File: config.mk
export PLATFORM = sky130hd
export DESIGN_NAME = apb_tx_cp_flat
export DESIGN_NICKNAME = d
export VERILOG_FILES = /design/src/rtl/apb_uart_pkg.sv /design/src/rtl/apb_tx_cp_if.sv /design/src/rtl/apb_tx_shift.sv /design/src/rtl/apb_tx_cp.sv /design/src/flat_wrapper.sv
export SDC_FILE = /design/constraint.sdc
export NUM_CORES = 1
export LEC_CHECK = 0
export CAP_MARGIN = 20
export CORE_ASPECT_RATIO = 1.4
export CORE_MARGIN = 3
export CORE_UTILIZATION = 45
export CTS_BUF_LIST = sky130_fd_sc_hd__clkbuf_2 sky130_fd_sc_hd__clkbuf_4 sky130_fd_sc_hd__clkbuf_8
export CTS_CLUSTER_SIZE = 28
export DETAILED_ROUTE_END_ITERATION = 7
export PLACE_DENSITY = 0.76
export SLEW_MARGIN = 20
export SYNTH_ARGS = -nofsm -noshare
export SYNTH_HDL_FRONTEND = slang
export SYNTH_SLANG_ARGS = --single-unit
File: constraint.sdc
create_clock -name clk -period 1.7 [get_ports clk]
set_input_delay 0.34 -clock clk [delete_from_list [all_inputs] [get_ports clk]]
set_output_delay 0.34 -clock clk [all_outputs]
set_load 0.01 [all_outputs]
File: src/rtl/apb_uart_pkg.sv
// Shared APB UART constants: TX state encoding and frame bit indices.
// TX_PARITY_EN moves the stop-bit index up by one to make room for parity.
package apb_uart_pkg;

  typedef enum logic [2:0] {
    ST_IDLE  = 3'd0,
    ST_ARM   = 3'd1,
    ST_START = 3'd2,
    ST_DATA  = 3'd3,
    ST_PAR   = 3'd4,
    ST_STOP  = 3'd5
  } tx_state_e;

  // These mirror the RX upper-count values so both sides agree on frame shape.
  localparam int LAST_BIT_M0 = 8;
  localparam int LAST_BIT_M1 = 10;
`ifdef TX_PARITY_EN
  localparam int STOP_BIT_M0 = 10;
  localparam int STOP_BIT_M1 = 12;
`else
  localparam int STOP_BIT_M0 = 9;
  localparam int STOP_BIT_M1 = 11;
`endif

  function automatic int last_bit(input logic m);
    return m ? LAST_BIT_M1 : LAST_BIT_M0;
  endfunction

  function automatic int stop_bit(input logic m);
    return m ? STOP_BIT_M1 : STOP_BIT_M0;
  endfunction

endpackage

File: src/rtl/apb_tx_cp_if.sv
// Word handshake between the APB register side and the UART TX control path.
interface apb_tx_cp_if #(
  parameter int DATA_W = 10
);
  logic [DATA_W-1:0] tx_data;
  logic              tx_valid;
  logic              tx_ready;

  modport master (output tx_data, output tx_valid, input tx_ready);
  modport slave  (input tx_data, input tx_valid, output tx_ready);
endinterface

File: src/rtl/apb_tx_shift.sv
// TX load/shift register; the frame's even parity is captured at load time.
// Parity output exists only when TX_PARITY_EN is defined.
module apb_tx_shift #(
  parameter int DATA_W = 10
) (
  input  logic              clk,
  input  logic              rst,
  input  logic              load,
  input  logic              shift,
  input  logic              clr,
  input  logic              mode,
  input  logic [DATA_W-1:0] data,
  output logic              lsb,
  output logic              lsb_nxt
`ifdef TX_PARITY_EN
  ,
  output logic              parity
`endif
);

  logic [DATA_W-1:0] shift_q, shift_d;
  logic [DATA_W-1:0] word;

  // Mode 0 frames carry only the low byte; upper bits are forced to zero.
  assign word = mode ? data : {{(DATA_W-8){1'b0}}, data[7:0]};

  always_comb begin
    shift_d = shift_q;
    if (clr)        shift_d = '0;
    else if (load)  shift_d = word;
    else if (shift) shift_d = shift_q >> 1;
  end

  always_ff @(posedge clk) begin
    if (rst) shift_q <= '0;
    else     shift_q <= shift_d;
  end

  assign lsb     = shift_q[0];
  assign lsb_nxt = shift_q[1];

`ifdef TX_PARITY_EN
  logic par_q, par_d;

  always_comb begin
    par_d = par_q;
    if (clr)       par_d = 1'b0;
    else if (load) par_d = ^word;
  end

  always_ff @(posedge clk) begin
    if (rst) par_q <= 1'b0;
    else     par_q <= par_d;
  end

  assign parity = par_q;
`endif

endmodule

File: src/rtl/apb_tx_cp.sv
// UART transmit control path: start, LSB-first data, stop; one bit per baud tick.
// Define TX_PARITY_EN to insert an even-parity bit before stop.
module apb_tx_cp
  import apb_uart_pkg::*;
#(
  parameter int DATA_W = 10,
  parameter int CNT_W  = 4
) (
  input  logic             clk,
  input  logic             rst,
  input  logic             sel,
  input  logic             tx_en,
  input  logic             mode,
  input  logic             baud_clk,
  apb_tx_cp_if.slave       tx_if,
  output logic             txd,
  output logic             tx_busy,
  output logic             tx_done,
  output logic [CNT_W-1:0] bit_cnt
);

  tx_state_e        state_q, state_d;
  logic             txd_q, txd_d;
  logic             busy_q, busy_d;
  logic             done_q, done_d;
  logic             mode_q, mode_d;
  logic [CNT_W-1:0] bit_cnt_q, bit_cnt_d;

  logic tx_ready, abort;
  logic sh_load, sh_shift, sh_clr, sh_lsb, sh_lsb_nxt;
`ifdef TX_PARITY_EN
  logic sh_par;
`endif

  assign tx_ready       = (state_q == ST_IDLE) && !rst && sel && tx_en;
  assign tx_if.tx_ready = tx_ready;
  assign abort          = (state_q != ST_IDLE) && !(sel && tx_en);

  apb_tx_shift #(.DATA_W(DATA_W)) u_shift (
    .clk     (clk),
    .rst     (rst),
    .load    (sh_load),
    .shift   (sh_shift),
    .clr     (sh_clr),
    .mode    (mode),
    .data    (tx_if.tx_data),
    .lsb     (sh_lsb),
    .lsb_nxt (sh_lsb_nxt)
`ifdef TX_PARITY_EN
    ,
    .parity  (sh_par)
`endif
  );

  always_comb begin
    state_d   = state_q;
    txd_d     = txd_q;
    done_d    = 1'b0;
    mode_d    = mode_q;
    bit_cnt_d = bit_cnt_q;
    sh_load   = 1'b0;
    sh_shift  = 1'b0;
    sh_clr    = 1'b0;
    // Abort outranks any coincident baud tick and discards the word.
    if (abort) begin
      state_d   = ST_IDLE;
      txd_d     = 1'b1;
      bit_cnt_d = '0;
      sh_clr    = 1'b1;
    end else begin
      case (state_q)
        ST_IDLE: if (tx_if.tx_valid && tx_ready) begin
          sh_load   = 1'b1;
          mode_d    = mode;
          state_d   = ST_ARM;
          txd_d     = 1'b1;
          bit_cnt_d = '0;
        end
        // Waiting one tick aligns the start bit to a full baud period.
        ST_ARM: if (baud_clk) begin
          state_d   = ST_START;
          txd_d     = 1'b0;
          bit_cnt_d = '0;
        end
        ST_START: if (baud_clk) begin
          state_d   = ST_DATA;
          txd_d     = sh_lsb;
          bit_cnt_d = CNT_W'(1);
        end
        ST_DATA: if (baud_clk) begin
          bit_cnt_d = bit_cnt_q + CNT_W'(1);
          if (bit_cnt_q == CNT_W'(last_bit(mode_q))) begin
`ifdef TX_PARITY_EN
            state_d = ST_PAR;
            txd_d   = sh_par;
`else
            state_d = ST_STOP;
            txd_d   = 1'b1;
`endif
          end else begin
            sh_shift = 1'b1;
            txd_d    = sh_lsb_nxt;
          end
        end
`ifdef TX_PARITY_EN
        ST_PAR: if (baud_clk) begin
          state_d   = ST_STOP;
          txd_d     = 1'b1;
          bit_cnt_d = CNT_W'(stop_bit(mode_q));
        end
`endif
        ST_STOP: if (baud_clk) begin
          state_d   = ST_IDLE;
          txd_d     = 1'b1;
          done_d    = 1'b1;
          bit_cnt_d = '0;
        end
        default: begin
          state_d   = ST_IDLE;
          txd_d     = 1'b1;
          bit_cnt_d = '0;
        end
      endcase
    end
    busy_d = (state_d != ST_IDLE);
  end

  always_ff @(posedge clk) begin
    if (rst) begin
      state_q   <= ST_IDLE;
      txd_q     <= 1'b1;
      busy_q    <= 1'b0;
      done_q    <= 1'b0;
      mode_q    <= 1'b0;
      bit_cnt_q <= '0;
    end else begin
      state_q   <= state_d;
      txd_q     <= txd_d;
      busy_q    <= busy_d;
      done_q    <= done_d;
      mode_q    <= mode_d;
      bit_cnt_q <= bit_cnt_d;
    end
  end

  assign txd     = txd_q;
  assign tx_busy = busy_q;
  assign tx_done = done_q;
  assign bit_cnt = bit_cnt_q;

endmodule

File: src/flat_wrapper.sv
// flat-port wrapper written by rule: the top's interface ports become plain ports
module apb_tx_cp_flat import apb_uart_pkg::*;
#(
  parameter int DATA_W = 10,
  parameter int CNT_W  = 4
)
  (clk, rst, sel, tx_en, mode, baud_clk, txd, tx_busy, tx_done, bit_cnt, tx_if_tx_data, tx_if_tx_valid, tx_if_tx_ready);
  apb_tx_cp_if #(.DATA_W(DATA_W)) tx_if_i ();
  input  logic clk;
  input  logic rst;
  input  logic sel;
  input  logic tx_en;
  input  logic mode;
  input  logic baud_clk;
  output logic txd;
  output logic tx_busy;
  output logic tx_done;
  output logic [CNT_W-1:0] bit_cnt;
  input wire logic [$bits(tx_if_i.tx_data)-1:0] tx_if_tx_data;
  input wire logic [$bits(tx_if_i.tx_valid)-1:0] tx_if_tx_valid;
  output wire logic [$bits(tx_if_i.tx_ready)-1:0] tx_if_tx_ready;
  assign tx_if_i.tx_data = tx_if_tx_data;
  assign tx_if_i.tx_valid = tx_if_tx_valid;
  assign tx_if_tx_ready = tx_if_i.tx_ready;
  apb_tx_cp #(.DATA_W(DATA_W), .CNT_W(CNT_W)) u_core (.clk(clk), .rst(rst), .sel(sel), .tx_en(tx_en), .mode(mode), .baud_clk(baud_clk), .tx_if(tx_if_i), .txd(txd), .tx_busy(tx_busy), .tx_done(tx_done), .bit_cnt(bit_cnt));
endmodule
==> impl_metrics.json, run 1 <==
{
  "htreeDepth": 1,
  "outcome": "finished, violations left",
  "cp-end-kind": "flip-flop",
  "final_nets": 189,
  "antenna_found_initial": 0,
  "reg2reg_slack_ns": -0.03,
  "final_max_slew_viol_count": 0,
  "critical_path_depth": 4,
  "path_buf_inv": 0,
  "ys_async_sr_fraction": 0,
  "start_util": 0.481,
  "insertion_delay_ns": 0.31,
  "clockBufferDepth": 2,
  "ctsHoldBuffers": 0,
  "worstMarginPinSlew_ns": 0.363,
  "grt_max_degree": 18,
  "ys.warnings.count": 0,
  "clk_pin_slew_ns": 0.12,
  "diodes": 0,
  "holdCritStartpoint": "rst",
  "slowest_delay_ns": 0.50,
  "globalRouteOverflowTotal": 0,
  "cts_tree": "done",
  "worst_slack_ns": -0.0293,
  "fillers": 148,
  "reg2reg_from": "u_core.state_q[0]",
  "p_comb_frac": 0.166,
  "port_buffers": 24,
  "row_count": 20,
  "drt-pass1-iter-count": 4,
  "start_kind": "flip-flop",
  "synth_seq_cells": 21,
  "syn_inst": 126,
  "drtIter0Drc": 22,
  "syn-num-nets": 144,
  "slowest_stage": "or4_4",
  "crit_arrival_ns": 1.93,
  "synth_top_area_cell": "dfxtp_1",
  "switching_share": 0.245,
  "grt_first_pass_wirelength_um": 4820,
  "synth_edf_count": 0,
  "cts_buffers": 3,
  "drv_cap": 0,
  "die_y_um": 63.8,
  "synth-main-ff-cell": "dfxtp_1",
  "finalSetupViolCount": 2,
  "pwr-share-clk": 0.280,
  "drc_errors": 0,
  "period_share": 1.02,
  "area_growth_pct": 53.8,
  "synth_common_cells": "21 x dfxtp_1, 20 x nor2_1, 10 x nor3_1, 9 x a21oi_1, 7 x a2111oi_0",
  "hold_path_depth": 2,
  "final_util": 0.740,
  "hpwl_um": 2070,
  "synth.most_common_cell": "dfxtp_1",
  "min_period_ns": 1.73,
  "cp_cell_sequence": "or3_4, a21o_4, or4_4, o32a_1",
  "p_int_mw": 0.697,
  "design.core.area_um2": 2230,
  "finalHoldViolCount": 0,
  "viasPerCell": 5.92,
  "critPathRequiredTime_ns": 1.90,
  "final_layout_size_suffix_gt1_frac": 0.318,
  "gp_congestion": 0.812,
  "synth-seq-area-share": 0.392,
  "critPathKind": "flip-flop to flip-flop",
  "ios": 25,
  "dieArea_um2": 3010,
  "grt_usage": 0.218,
  "cts_sinks": 21,
  "syn_area_um2": 1070,
  "hold_class": "primary input to flip-flop",
  "grt_pass1_vias": 1176,
  "min_to": "u_core.mode_q",
  "relSlewSlack": 0.756,
  "clockRootBuffer": "clkbuf_4",
  "power_density_nw_per_um2": 559,
  "wire_per_inst_um": 15.2,
  "dieWidth_um": 47.3,
  "power_leakage_nw": 0.639,
  "fin_skew_ns": 0.00752,
  "netSwitchingPower_mw": 0.226,
  "r2r_cells": 4,
  "path_delay_family": "simple AND/OR/NAND/NOR gates",
  "ir_drop_uv": 500,
  "r2r-end": "u_core.txd",
  "dp_worst_setup_slack_ns": -0.519,
  "drtAntennaViolNets": 0,
  "grt_setup_unrepaired": "true",
  "critPathMaxFanout": 3,
  "synth_area_leaders": "dfxtp_1 39%, nor2_1 7.0%, a2111oi_0 5.7%",
  "max_freq_mhz": 578,
  "synth.distinct_cells": 38,
  "seqPwrFrac": 0.553,
  "failed_checks": "negative setup slack",
  "drt_wl_total_um": 2910,
  "syn_area_per_cell_um2": 8.51,
  "vias": 1137,
  "synth_top_area_share": 0.392
}
power groups by stage:
stage          logic, mW  clock network [mW]  registers, mW
3_3_place_gp       0.126                   0          0.520
6_report           0.154               0.259          0.510
4_1_cts            0.146               0.268          0.510
2_1_floorplan     0.0530                   0          0.520
5_1_grt            0.167               0.293          0.511
3_5_place_dp       0.128                   0          0.521
routing by layer:
layer,wire length (um),track usage,up-vias,part of all wire
li1,-,-,558,-
met1,1140,0.222,541,0.39
met2,1610,0.391,29,0.55
met3,74,0.0338,9,0.025
met4,89,0.114,0,0.031
met5,0,0,-,0
timing repair:
item | CTS | global route
pin swaps | 3 | 3
resized for setup | 32 | 8
setup buffers | 1 | 0
endpoints found under the setup margin | 13 | 15
layout make-up:
type | count | area, um2 | share of cell area
clock buffers | 4 | 30.0 | 0.0182
inverters | 2 | 7.51 | 0.00455
multi-input cells | 95 | 733 | 0.445
flip-flops and latches | 21 | 425 | 0.258
well taps | 22 | 27.5 | 0.0167
repair buffers | 48 | 425 | 0.258
state kept, by name (all words and copies together) (netlist names):
register and flops:
u_core.state_q 3, u_core.bit_cnt 4, u_core.u_shift.shift_q 10, u_core.txd 1, u_core.tx_done 1, u_core.mode_q 1, u_core.tx_busy 1
cells by family (layout without fill, tap and decap cells):
family | after synthesis | after routing | share of synthesized area
and+or+nand+nor | 63 | 63 | 0.324
xor gates and xnor gates | 1 | 1 | 0.00817
buffers and inverters | 10 | 54 | 0.0455
muxes | 1 | 1 | 0.00934
DFF | 21 | 21 | 0.392
AOI/OAI and AO/OA | 29 | 29 | 0.209
adders and majority gates | 1 | 1 | 0.0117
placed cells by master (no fill, tap or decap), drive strengths merged, types with 2 or more instances in the layout:
cell / netlist / routed
buf: 4 / 25
nor2: 21 / 21
dfxtp: 21 / 21
clkdlybuf4s50: 0 / 19
nor3: 10 / 10
a21oi: 9 / 9
a2111oi: 9 / 9
nand2: 6 / 6
nand4b: 4 / 4
clkbuf: 4 / 4
nand2b: 3 / 3
nor4: 3 / 3
nor2b: 3 / 3
nand3: 3 / 3
dlymetal6s2s: 0 / 3
or3: 3 / 3
or2: 3 / 3
inv: 2 / 2
o31ai: 2 / 2
o21ai: 2 / 2
per-stage QoR:
step           instances  cell area [um2]  setup TNS (ns)  power, mW  hold WS (ns)
2_1_floorplan        126             1070          -0.102      0.573         0.409
3_3_place_gp         187             1470           -5.58      0.646         0.462
3_5_place_dp         187             1470           -6.35      0.649         0.468
4_1_cts              192             1610          -0.134      0.924         0.485
5_1_grt              192             1650          -0.558      0.971         0.277
6_report             192             1650         -0.0342      0.923         0.274
how the worst max path moves through the flow:
stage	startpoint	endpoint	slack (ns)
floorplan	u_core.state_q[1]	u_core.txd	-0.10
global placement	tx_en	u_core.u_shift.shift_q[1]	-0.42
detailed placement	sel	u_core.u_shift.shift_q[2]	-0.52
CTS	u_core.state_q[1]	u_core.txd	-0.04
global route	u_core.state_q[0]	u_core.u_shift.shift_q[2]	-0.06
finish	u_core.state_q[0]	u_core.txd	-0.03
Note: power is estimated with default switching activity, not from simulation.
==> run 2, diff against run 1 <==
- CELL_PAD_IN_SITES_DETAIL_PLACEMENT: not set -> 1
- CELL_PAD_IN_SITES_GLOBAL_PLACEMENT: not set -> 2
- CORE_UTILIZATION: 45 -> 27
- GPL_ROUTABILITY_DRIVEN: not set -> 0
- PLACE_DENSITY: 0.76 -> not set
- PLACE_DENSITY_LB_ADDON: not set -> 0.1
- SLEW_MARGIN: 20 -> not set
==> impl_metrics.json, run 2 (same netlist as run 1, synthesis figures left out) <==
{
  "final_common_cell": "buf_4",
  "reg2reg_from": "u_core.state_q[2]",
  "clk_pin_slew_ns": 0.08,
  "grt_first_pass_wirelength_um": 6140,
  "worst_slack_ns": -0.0345,
  "hold_class": "flip-flop to flip-flop",
  "grt_setup_unrepaired": "true",
  "seqPwrFrac": 0.496,
  "viasPerCell": 5.35,
  "drv_cap": 0,
  "min_period_ns": 1.73,
  "p_comb_frac": 0.165,
  "drtIter0Drc": 34,
  "critPathMaxFanout": 4,
  "drt-pass1-iter-count": 4,
  "globalRouteOverflowTotal": 0,
  "final_nets": 197,
  "worstMarginPinSlew_ns": 0.503,
  "reg2reg_slack_ns": -0.03,
  "largest_register_ffs": 10,
  "grt_pass1_vias": 1311,
  "cts_buffers": 3,
  "port_buffers": 24,
  "wire_per_inst_um": 17.4,
  "antenna_found_initial": 0,
  "diodes": 0,
  "final_layout_size_suffix_gt1_frac": 0.331,
  "crit_arrival_ns": 1.89,
  "fin_skew_ns": 0.00241,
  "worstSetupStartpoint": "u_core.state_q[2]",
  "design.core.area_um2": 3740,
  "fillers": 443,
  "pwr-share-clk": 0.339,
  "htreeDepth": 1,
  "final_util": 0.481,
  "switching_share": 0.245,
  "place_area_um2": 1480,
  "clockRootBuffer": "clkbuf_8",
  "area_growth_pct": 67.8,
  "grt_max_degree": 18,
  "ios": 25,
  "drtAntennaViolNets": 0,
  "vias": 1177,
  "row_count": 26,
  "die_y_um": 80.6,
  "insertion_delay_ns": 0.26,
  "r2r-end": "u_core.txd",
  "finalHoldViolCount": 0,
  "max_freq_mhz": 577,
  "cp-end-kind": "flip-flop",
  "cts_sinks": 21,
  "drc_errors": 0,
  "grt_usage": 0.170,
  "power_density_nw_per_um2": 572,
  "netSwitchingPower_mw": 0.252,
  "hpwl_um": 2510,
  "finalSetupViolCount": 3,
  "critPathRequiredTime_ns": 1.85,
  "dieArea_um2": 4770,
  "clockBufferDepth": 2,
  "regMostFlops": "u_core.u_shift.shift_q",
  "r2r_cells": 4,
  "period_share": 1.02,
  "cp-endpoint": "u_core.txd",
  "mostFrequentLayoutCells": "29 x buf_4, 20 x nor2_1, 19 x clkdlybuf4s50_1, 19 x dfxtp_1, 10 x nor3_1",
  "final_area_um2": 1800,
  "ir_drop_uv": 292,
  "cts_tree": "done",
  "start_kind": "flip-flop",
  "power_leakage_nw": 0.650,
  "final_max_slew_viol_count": 0,
  "failed_checks": "negative setup slack",
  "p_int_mw": 0.777,
  "relSlewSlack": 0.662,
  "drt_wl_total_um": 3830,
  "start_util": 0.287,
  "critPathKind": "flip-flop to flip-flop",
  "dieWidth_um": 59.3,
  "outcome": "finished, violations left"
}
==> run 2: changes by cell type in the layout (fill, tap and decap cells not counted), sizes merged <==
cell,before,now
buf,25,33
dlygate4sd2,1,4
dlymetal6s2s,3,0
==> run 2: power by group through the flow <==
stage               sequential, mW  combinational [mW]  clock (mW)
detailed placement           0.521               0.131           0
global placement             0.521               0.129           0
floorplan                    0.520              0.0530           0
global route                 0.512               0.183       0.384
CTS                          0.510               0.161       0.361
finish                       0.510               0.170       0.349
==> run 2: cell type report <==
cell class	count	area, um2	area share
Tap cell	42	52.6	0.0292
Timing Repair Buffer	56	482	0.268
Clock buffer	4	48.8	0.0271
Sequential cell	21	423	0.235
Inverter	2	7.51	0.00417
Multi-Input combinational cell	95	786	0.437
==> run 2: worst min-delay path by stage <==
stage	from	end	slack, ns	cells past startpoint
global route	u_core.mode_q	u_core.mode_q	0.52	2
global placement	u_core.mode_q	u_core.mode_q	0.45	2
finish	u_core.mode_q	u_core.mode_q	0.48	2
detailed placement	u_core.mode_q	u_core.mode_q	0.48	2
CTS	u_core.mode_q	u_core.mode_q	0.49	2
floorplan	rst	u_core.mode_q	0.41	1
==> run 2: routing by layer <==
| layer | up-vias | GRT usage | wire length, um | part of all wire |
|---|---|---|---|---|
| li1 | 572 | - | - | - |
| met1 | 575 | 0.173 | 1440 | 0.38 |
| met2 | 23 | 0.328 | 2180 | 0.57 |
| met3 | 7 | 0.0289 | 126 | 0.033 |
| met4 | 0 | 0.0635 | 83 | 0.022 |
| met5 | - | 0 | 0 | 0 |
==> run 2: worst max-delay path, cell delays in order (launching register included) <==
cell and delay (ns):
dfxtp_2 0.33, or3_4 0.42, a21o_4 0.22, or4_4 0.50, o32a_1 0.16
==> run 2: stage by stage <==
step	setup WS (ns)	TNS (ns)	hold slack, ns	total power, mW	cells
finish	-0.0345	-0.0840	0.484	1.03	220
global route	-0.0687	-0.467	0.523	1.08	220
CTS	-0.0238	-0.0298	0.494	1.03	218
detailed placement	-0.578	-6.69	0.483	0.652	205
global placement	-0.442	-5.52	0.453	0.649	205
floorplan	-0.102	-0.102	0.409	0.573	126
==> run 2: timing repair <==
item | CTS | global route
gates resized for setup | 41 | 5
pin swaps | 5 | 6
setup buffers | 9 | 1
setup endpoints to repair | 12 | 13
cloned | 0 | 1
hold buffers | 0 | 0
